<file path="config.mk">
export PLATFORM = sky130hd
export DESIGN_NAME = shift_op_sequencer
export DESIGN_NICKNAME = d
export VERILOG_FILES = /design/src/rtl/shift_pkg.sv /design/src/rtl/shift_op_sequencer.sv
export SDC_FILE = /design/constraint.sdc
export NUM_CORES = 1
export LEC_CHECK = 0
export ABC_AREA = 1
export CAP_MARGIN = 30
export CORE_MARGIN = 3
export CORE_UTILIZATION = 40
export CTS_BUF_LIST = sky130_fd_sc_hd__clkbuf_8
export CTS_CLUSTER_SIZE = 40
export DETAILED_ROUTE_END_ITERATION = 6
export DONT_BUFFER_PORTS = 1
export PLACE_DENSITY = 0.61
export SYNTH_ARGS = -nofsm -noshare
export SYNTH_HDL_FRONTEND = slang
export SYNTH_SLANG_ARGS = --single-unit
</file>
<file path="constraint.sdc">
create_clock -name CLK -period 2.1 [get_ports CLK]
set_input_delay 0.315 -clock CLK [delete_from_list [all_inputs] [get_ports CLK]]
set_output_delay 0.315 -clock CLK [all_outputs]
set_load 0.005 [all_outputs]
</file>
<file path="src/rtl/shift_pkg.sv">
// Shared constants for the shift command sequencer and its shifter bench.
// Opcodes, FSM state encoding and datapath widths.
package shift_pkg;

  localparam int WIDTH = 32;
  localparam int AMT_W = 5;

  localparam logic [2:0] OP_SLL = 3'b000;
  localparam logic [2:0] OP_SRL = 3'b001;
  localparam logic [2:0] OP_SRA = 3'b010;
  localparam logic [2:0] OP_ROL = 3'b011;
  localparam logic [2:0] OP_ROR = 3'b100;

  typedef enum logic [1:0] {
    ST_IDLE  = 2'd0,
    ST_PASS1 = 2'd1,
    ST_PASS2 = 2'd2,
    ST_DONE  = 2'd3
  } state_t;

  function automatic logic is_rsvd(
    input logic [2:0] op
  );
    return op > OP_ROR;
  endfunction

endpackage

</file>
<file path="src/rtl/shift_op_sequencer.sv">
// Issue stage for a logical barrel shifter: builds SLL/SRL/SRA/ROL/ROR
// from one or two shifter passes and hands the result on via valid/ready.
// Ports: CLK, RST_N (async low); IN_VALID/IN_READY/IN_OP/IN_AMT/IN_DATA
// command side; SH_DIR/SH_AMT/SH_DIN/SH_DOUT shifter side;
// OUT_VALID/OUT_READY/OUT_DATA/OUT_ERR result side.
module shift_op_sequencer
  import shift_pkg::*;
(
  input  logic             CLK,
  input  logic             RST_N,
  input  logic             IN_VALID,
  output logic             IN_READY,
  input  logic [2:0]       IN_OP,
  input  logic [AMT_W-1:0] IN_AMT,
  input  logic [WIDTH-1:0] IN_DATA,
  output logic             SH_DIR,
  output logic [AMT_W-1:0] SH_AMT,
  output logic [WIDTH-1:0] SH_DIN,
  input  logic [WIDTH-1:0] SH_DOUT,
  output logic             OUT_VALID,
  input  logic             OUT_READY,
  output logic [WIDTH-1:0] OUT_DATA,
  output logic             OUT_ERR
);

  state_t           state;
  state_t           nxt;
  logic [2:0]       op_q;
  logic [AMT_W-1:0] amt_q;
  logic [WIDTH-1:0] data_q;
  logic [WIDTH-1:0] acc_q;

  logic             amt_nz;
  logic             two_pass;
  logic [AMT_W-1:0] amt_inv;
  logic [WIDTH-1:0] fin2;

  assign IN_READY = (state == ST_IDLE);
  assign amt_nz   = |amt_q;

  // Rotates with a zero amount collapse to the identity, and a
  // non-negative SRA needs no sign fill, so both stay single pass.
  assign two_pass = amt_nz &
    ((op_q == OP_ROL) || (op_q == OP_ROR) ||
     ((op_q == OP_SRA) && data_q[WIDTH-1]));

  // Only meaningful in PASS2, which is only reached with amt != 0.
  assign amt_inv = AMT_W'(6'd32 - {1'b0, amt_q});

  // SRA pass 2 shifts an all-ones mask; its complement is the sign fill.
  assign fin2 = (op_q == OP_SRA) ? (acc_q | ~SH_DOUT)
                                 : (acc_q | SH_DOUT);

  always_ff @(posedge CLK or negedge RST_N) begin
    if (!RST_N) begin
      state     <= ST_IDLE;
      op_q      <= '0;
      amt_q     <= '0;
      data_q    <= '0;
      acc_q     <= '0;
      OUT_VALID <= 1'b0;
      OUT_DATA  <= '0;
      OUT_ERR   <= 1'b0;
    end else begin
      state <= nxt;
      unique case (state)
        ST_IDLE: begin
          if (IN_VALID) begin
            op_q   <= IN_OP;
            amt_q  <= IN_AMT;
            data_q <= IN_DATA;
          end
        end
        ST_PASS1: begin
          acc_q <= SH_DOUT;
          if (!two_pass) begin
            OUT_VALID <= 1'b1;
            OUT_DATA  <= SH_DOUT;
            OUT_ERR   <= is_rsvd(op_q);
          end
        end
        ST_PASS2: begin
          OUT_VALID <= 1'b1;
          OUT_DATA  <= fin2;
          OUT_ERR   <= 1'b0;
        end
        ST_DONE: begin
          if (OUT_READY) OUT_VALID <= 1'b0;
        end
        default: ;
      endcase
    end
  end

  always_comb begin
    nxt = state;
    unique case (state)
      ST_IDLE:  if (IN_VALID) nxt = ST_PASS1;
      ST_PASS1: nxt = two_pass ? ST_PASS2 : ST_DONE;
      ST_PASS2: nxt = ST_DONE;
      ST_DONE:  if (OUT_READY) nxt = ST_IDLE;
      default:  nxt = ST_IDLE;
    endcase
  end

  always_comb begin
    SH_DIR = 1'b0;
    SH_AMT = '0;
    SH_DIN = '0;
    unique case (state)
      ST_PASS1: begin
        SH_DIN = data_q;
        SH_AMT = is_rsvd(op_q) ? '0 : amt_q;
        SH_DIR = (op_q == OP_SRL) ||
                 (op_q == OP_SRA) ||
                 (op_q == OP_ROR);
      end
      ST_PASS2: begin
        unique case (1'b1)
          (op_q == OP_ROL): begin
            SH_DIR = 1'b1;
            SH_AMT = amt_inv;
            SH_DIN = data_q;
          end
          (op_q == OP_ROR): begin
            SH_DIR = 1'b0;
            SH_AMT = amt_inv;
            SH_DIN = data_q;
          end
          default: begin
            SH_DIR = 1'b1;
            SH_AMT = amt_q;
            SH_DIN = '1;
          end
        endcase
      end
      default: ;
    endcase
  end

endmodule

</file>
# Word level (Yosys, flattened, before mapping)
# Cells that the tools add are included.
# Widths: inputs -> output; s select.
# op_classes
reduce_logical	14
muxes	19
n_lt_le_gt_ge	1
n_eq_ne	10
addsub	1
bitwise_logic	4
# ops
op	n
$pmux 32 s2	2
$mux 32	3
$or 32x32->32	2
$not 32->32	1
$mux 5	2
$pmux 5 s2	1
$pmux 2 s4	1
$eq 3x2->1 const B	2
$ne 2x2->1 const B	3
$reduce_and 2->1	3
$mux 1	5
$reduce_or 5->1	1
$sub 1x5->5 const A	1
$eq 2x2->1 const B	2
$logic_or 1x1->1	4
$mux 2	2
$pmux 1 s2	2
$eq 3x1->1 const B	1
$eq 3x3->1 const B	1
$gt 3x3->1 const B	1
$pmux 1 s3	1
$reduce_and 3->1	1
$reduce_bool 3->1	1
$eq 2x1->1 const B	1
other kinds (5)	5
# word_totals
reg_bits	108
wordCells	57
input_bits	76
output_inout_bits	73

# Depth between registers and ports, before layout
# logic_depth
depth_word	6
ltp_mapped	11
depth_no_buf	11

# Worst setup path before layout
# Ideal clock, no wire load.
# synth_timing
path_type	register to output
start	register state[1]
end	output SH_DIN[10]
required_time_ps	1785
t_arrival_ps	1555
stages_incl_launch_ff	9
n_path_buf	2
setup_slack_ps	230
path_cell_list	dfrtp_1 > inv_1 > ha_1 > inv_1 > buf_2 > a21oi_1 > inv_1 > clkbuf_1 > a21oi_1
# synth_via
elab_chain_cells	2
word_cells_on_any_way	3
cone_classes	eq/ne (2); mux (1)
# synth_lines
element	line_no	rtl
start: declaration	shift_op_sequencer.sv:26	state_t state;
start signal: assignment	shift_op_sequencer.sv:65	state <= nxt;
$eq 2x2->1 or $eq 2x1->1 (tied branches)	shift_op_sequencer.sv:110	unique case (state)
$pmux 32 s2 (*)	shift_op_sequencer.sv:110	
end: declaration	shift_op_sequencer.sv:18	output logic [WIDTH-1:0] SH_DIN,
# Mark *: on every way between the ends. The rest lies on a longest branch, timed or not.

# Final worst setup path
# layout_timing
start	register state[0]
end	output SH_DIN[23]
# The elaborated chain is that of the path after synthesis.

==> impl_metrics.tcl <==
set metrics [dict create \
    run_status "finished with violations" \
    violations "negative hold slack" \
    yosys-mux-area-fraction 0.00409 \
    syn_area_per_cell_sq_um 7.43 \
    drive_gt1_frac 0.147 \
    worst_setup_path_end_kind "output pin" \
    mostFrequentLayoutCell "nand2_1" \
    core-area_sq_mm 0.0133 \
    antenna-diode-count 0 \
    synth_top_area_cell "dfrtp_1" \
    rows 42 \
    cts_sinks 108 \
    cp.required_ns 1.78 \
    most-common-layout-cells "250 x nand2_1, 106 x dfrtp_1, 77 x inv_1" \
    synth-compound-area-share 0.108 \
    die_h_um 123 \
    firstDrtPassIters 4 \
    syn_inst 742 \
    routed_wl_um 14700 \
    slowest_stage "dfrtp_1" \
    synth_area_leaders "dfrtp_1 49%, nand2_1 17%, a21oi_1 6.9%, inv_1 5.7%, o21ai_0 3.7%" \
    max_stage_delay_ns 0.42 \
    netlist_area_sq_mm 0.00551 \
    tns_ns 0 \
    max-vdd-ir-drop_uv 951 \
    synthDistinctLibCells 24 \
    critical_path_class "register to output pin" \
    hpwl_um 9250 \
    min_path_type "input port to asynchronous set/reset pin" \
    gr-total-overflow 0 \
    initial_utilization 0.413 \
    io_pins 149 \
    final_nets 812 \
    powerDensity_mw_per_mm2 1760 \
    grt_antenna_before_repair 1 \
    die_w_um 123 \
    cts_tree "yes" \
    syn2layout_area_growth_pct 15.2 \
    placement.io_buffers 0 \
    grt_usage 0.194 \
    cts_root_buffer "clkbuf_8" \
    synth_top_area_frac 0.490 \
    vias_per_cell 5.15 \
    seq_area_frac_synth 0.490 \
    drc 0 \
    slew_headroom 0.680 \
    fillers 1357 \
    rsz0062_at_grt "true" \
    crit_family "buffers and inverters" \
    synth_top_family_by_area "simple AND/OR/NAND/NOR gates" \
    route.vias.total 4684 \
    slew_viol_final 0 \
    fin_cells 910 \
    synth_simple_gate_area_share 0.283 \
    seq_area_sq_mm 0.00271 \
    cp_cell_sequence "inv_2 > ha_4 > inv_2 > a21oi_4 > inv_4 > clkbuf_16 > a21oi_2" \
    whs_ns -0.379 \
    dp.cells 885 \
    die-area_sq_mm 0.0152 \
    routedWlPerCell_um 16.1 \
    synth.ff_latch_count 108 \
    clk_latency_ns 0.38 \
    clockBufferDepth 2 \
    start_kind "register" \
    clkTransAtPathRegs_ns 0.10 \
    synthXorXnorAreaFrac 0 \
    drtAntennaViolNets 0 \
    setup_viol 0 \
    crit_top_cell "inv_2" \
    fin_crit_sh 0.999 \
    max-cap-violations 0 \
    grt_max_degree 109 \
    multi_input_area_sq_mm 0.00258 \
    yosys_warnings 0 \
    post-route-min-period_ns 2.10 \
    finClkSkew_ns 0.00700 \
    grt_pass1_vias 4657 \
    leakage_nw 3.23 \
    synth_fa_ha_area_frac 0.0159 \
    place.gp.congestion 0.776 \
    path_max_fanout 8 \
    grt_first_pass_wirelength_um 23300 \
    worstMarginPinSlew_ns 0.481 \
    worstPathArrival_ns 1.78 \
    h-tree-depth 3 \
    numCtsBuffers 9 \
    synth_fp_nets 825 \
    cp_num_buf_inv 4 \
    finalHoldViolations 108 \
    max_clock_freq_mhz 477 \
    drt_iter0_drc 355 \
]
what timing repair did:
| item | CTS | global route |
|---|---|---|
| pin swaps | 1 | 3 |
| gates resized for setup | 65 | 26 |
| endpoints found under the setup margin | 38 | 37 |
| setup buffers | 5 | 1 |
| hold endpoints to repair | 108 | 108 |
| cloned | 1 | 2 |
cell families after synthesis:
family,after synthesis
simple gates,373
buf+inv,133
compound gates,119
flops,108
fa+ha+maj,7
mux,2
cells in the mapped netlist:
master,n
a21oi_1,76
buf_1,6
buf_2,11
buf_4,1
buf_6,3
clkbuf_1,28
dfrtp_1,108
ha_1,7
inv_1,84
mux2_2,2
nand2_1,254
nand2_2,1
nand2_4,1
nand3_1,38
nand3_4,1
nand3b_1,1
nand4_1,32
nor2_1,42
nor2_2,1
nor3_1,1
nor3b_1,1
o211ai_1,1
o21ai_0,41
o21ai_1,1
path summary, 6_finish.rpt:
path / cells past startpoint / startpoint / slack [ns] / to
min in group CLK: 2 / SH_DOUT[29] / 0.08 / acc_q[29]$_DFFE_PN0N_
hold reg to reg: 2 / acc_q[22]$_DFFE_PN0N_ / 0.50 / acc_q[22]$_DFFE_PN0N_
setup reg to reg: 10 / state[1]$_DFFE_PN0P_ / 0.24 / OUT_DATA[1]$_DFFE_PN0P_
max in group asynchronous: 0 / RST_N / 2.36 / op_q[1]$_DFFE_PN0P_
setup / recovery: 7 / state[0]$_DFFE_PN0P_ / 0.002 / SH_DIN[23]
hold / removal: 0 / RST_N / -0.38 / OUT_DATA[2]$_DFFE_PN0P_
state kept, by name, summed over array words and instances, names as in the netlist:
name,cells
OUT_DATA,32
acc_q,32
data_q,32
amt_q,5
op_q,3
state,2
OUT_ERR,1
OUT_VALID,1
worst register-to-register path: stages (launching register included):
cell and delay, ns:
dfrtp_2 0.45, buf_4 0.15, ha_4 0.18, buf_16 0.22, nand3_1 0.15, buf_4 0.25, nand2_1 0.10, nand2_1 0.07
nand2_1 0.05, nand3_1 0.07, nand2_1 0.06
cell type report:
| type | count | area share |
|---|---|---|
| flip-flops and latches | 108 | 0.426 |
| inverters | 84 | 0.0506 |
| multi-input cells | 501 | 0.406 |
| repair buffers | 25 | 0.0538 |
| well taps | 176 | 0.0347 |
| clock buffers | 9 | 0.0195 |
| clock inverters | 7 | 0.00965 |
layer usage:
metal	part of all wire	up-vias	global-route usage
met4	0.012	2	0.0609
met3	0.081	17	0.0526
met1	0.41	2197	0.251
met2	0.49	154	0.317
li1	-	2314	-
met5	0.00088	-	0
report_power, final:
group,internal [mW],switching (mW)
Sequential,3.14,0.616
Combinational,2.22,3.94
Clock,0.538,0.718
Total,5.90,5.27
through the flow:
stage	util	cell area, sq um	setup slack, ns	hold slack, ns	total power, mW
2_1_floorplan	-	5510	0.230	0.0194	7.38
3_3_place_gp	0.426	5680	0.197	0.0221	8.44
3_5_place_dp	0.426	5680	0.134	0.0218	8.64
4_1_cts	0.464	6200	-0.00759	-0.406	10.8
5_1_grt	0.476	6350	-0.0963	-0.418	12.2
6_report	0.476	6350	0.00174	-0.379	11.2
Power figures use the tool's default switching activity.
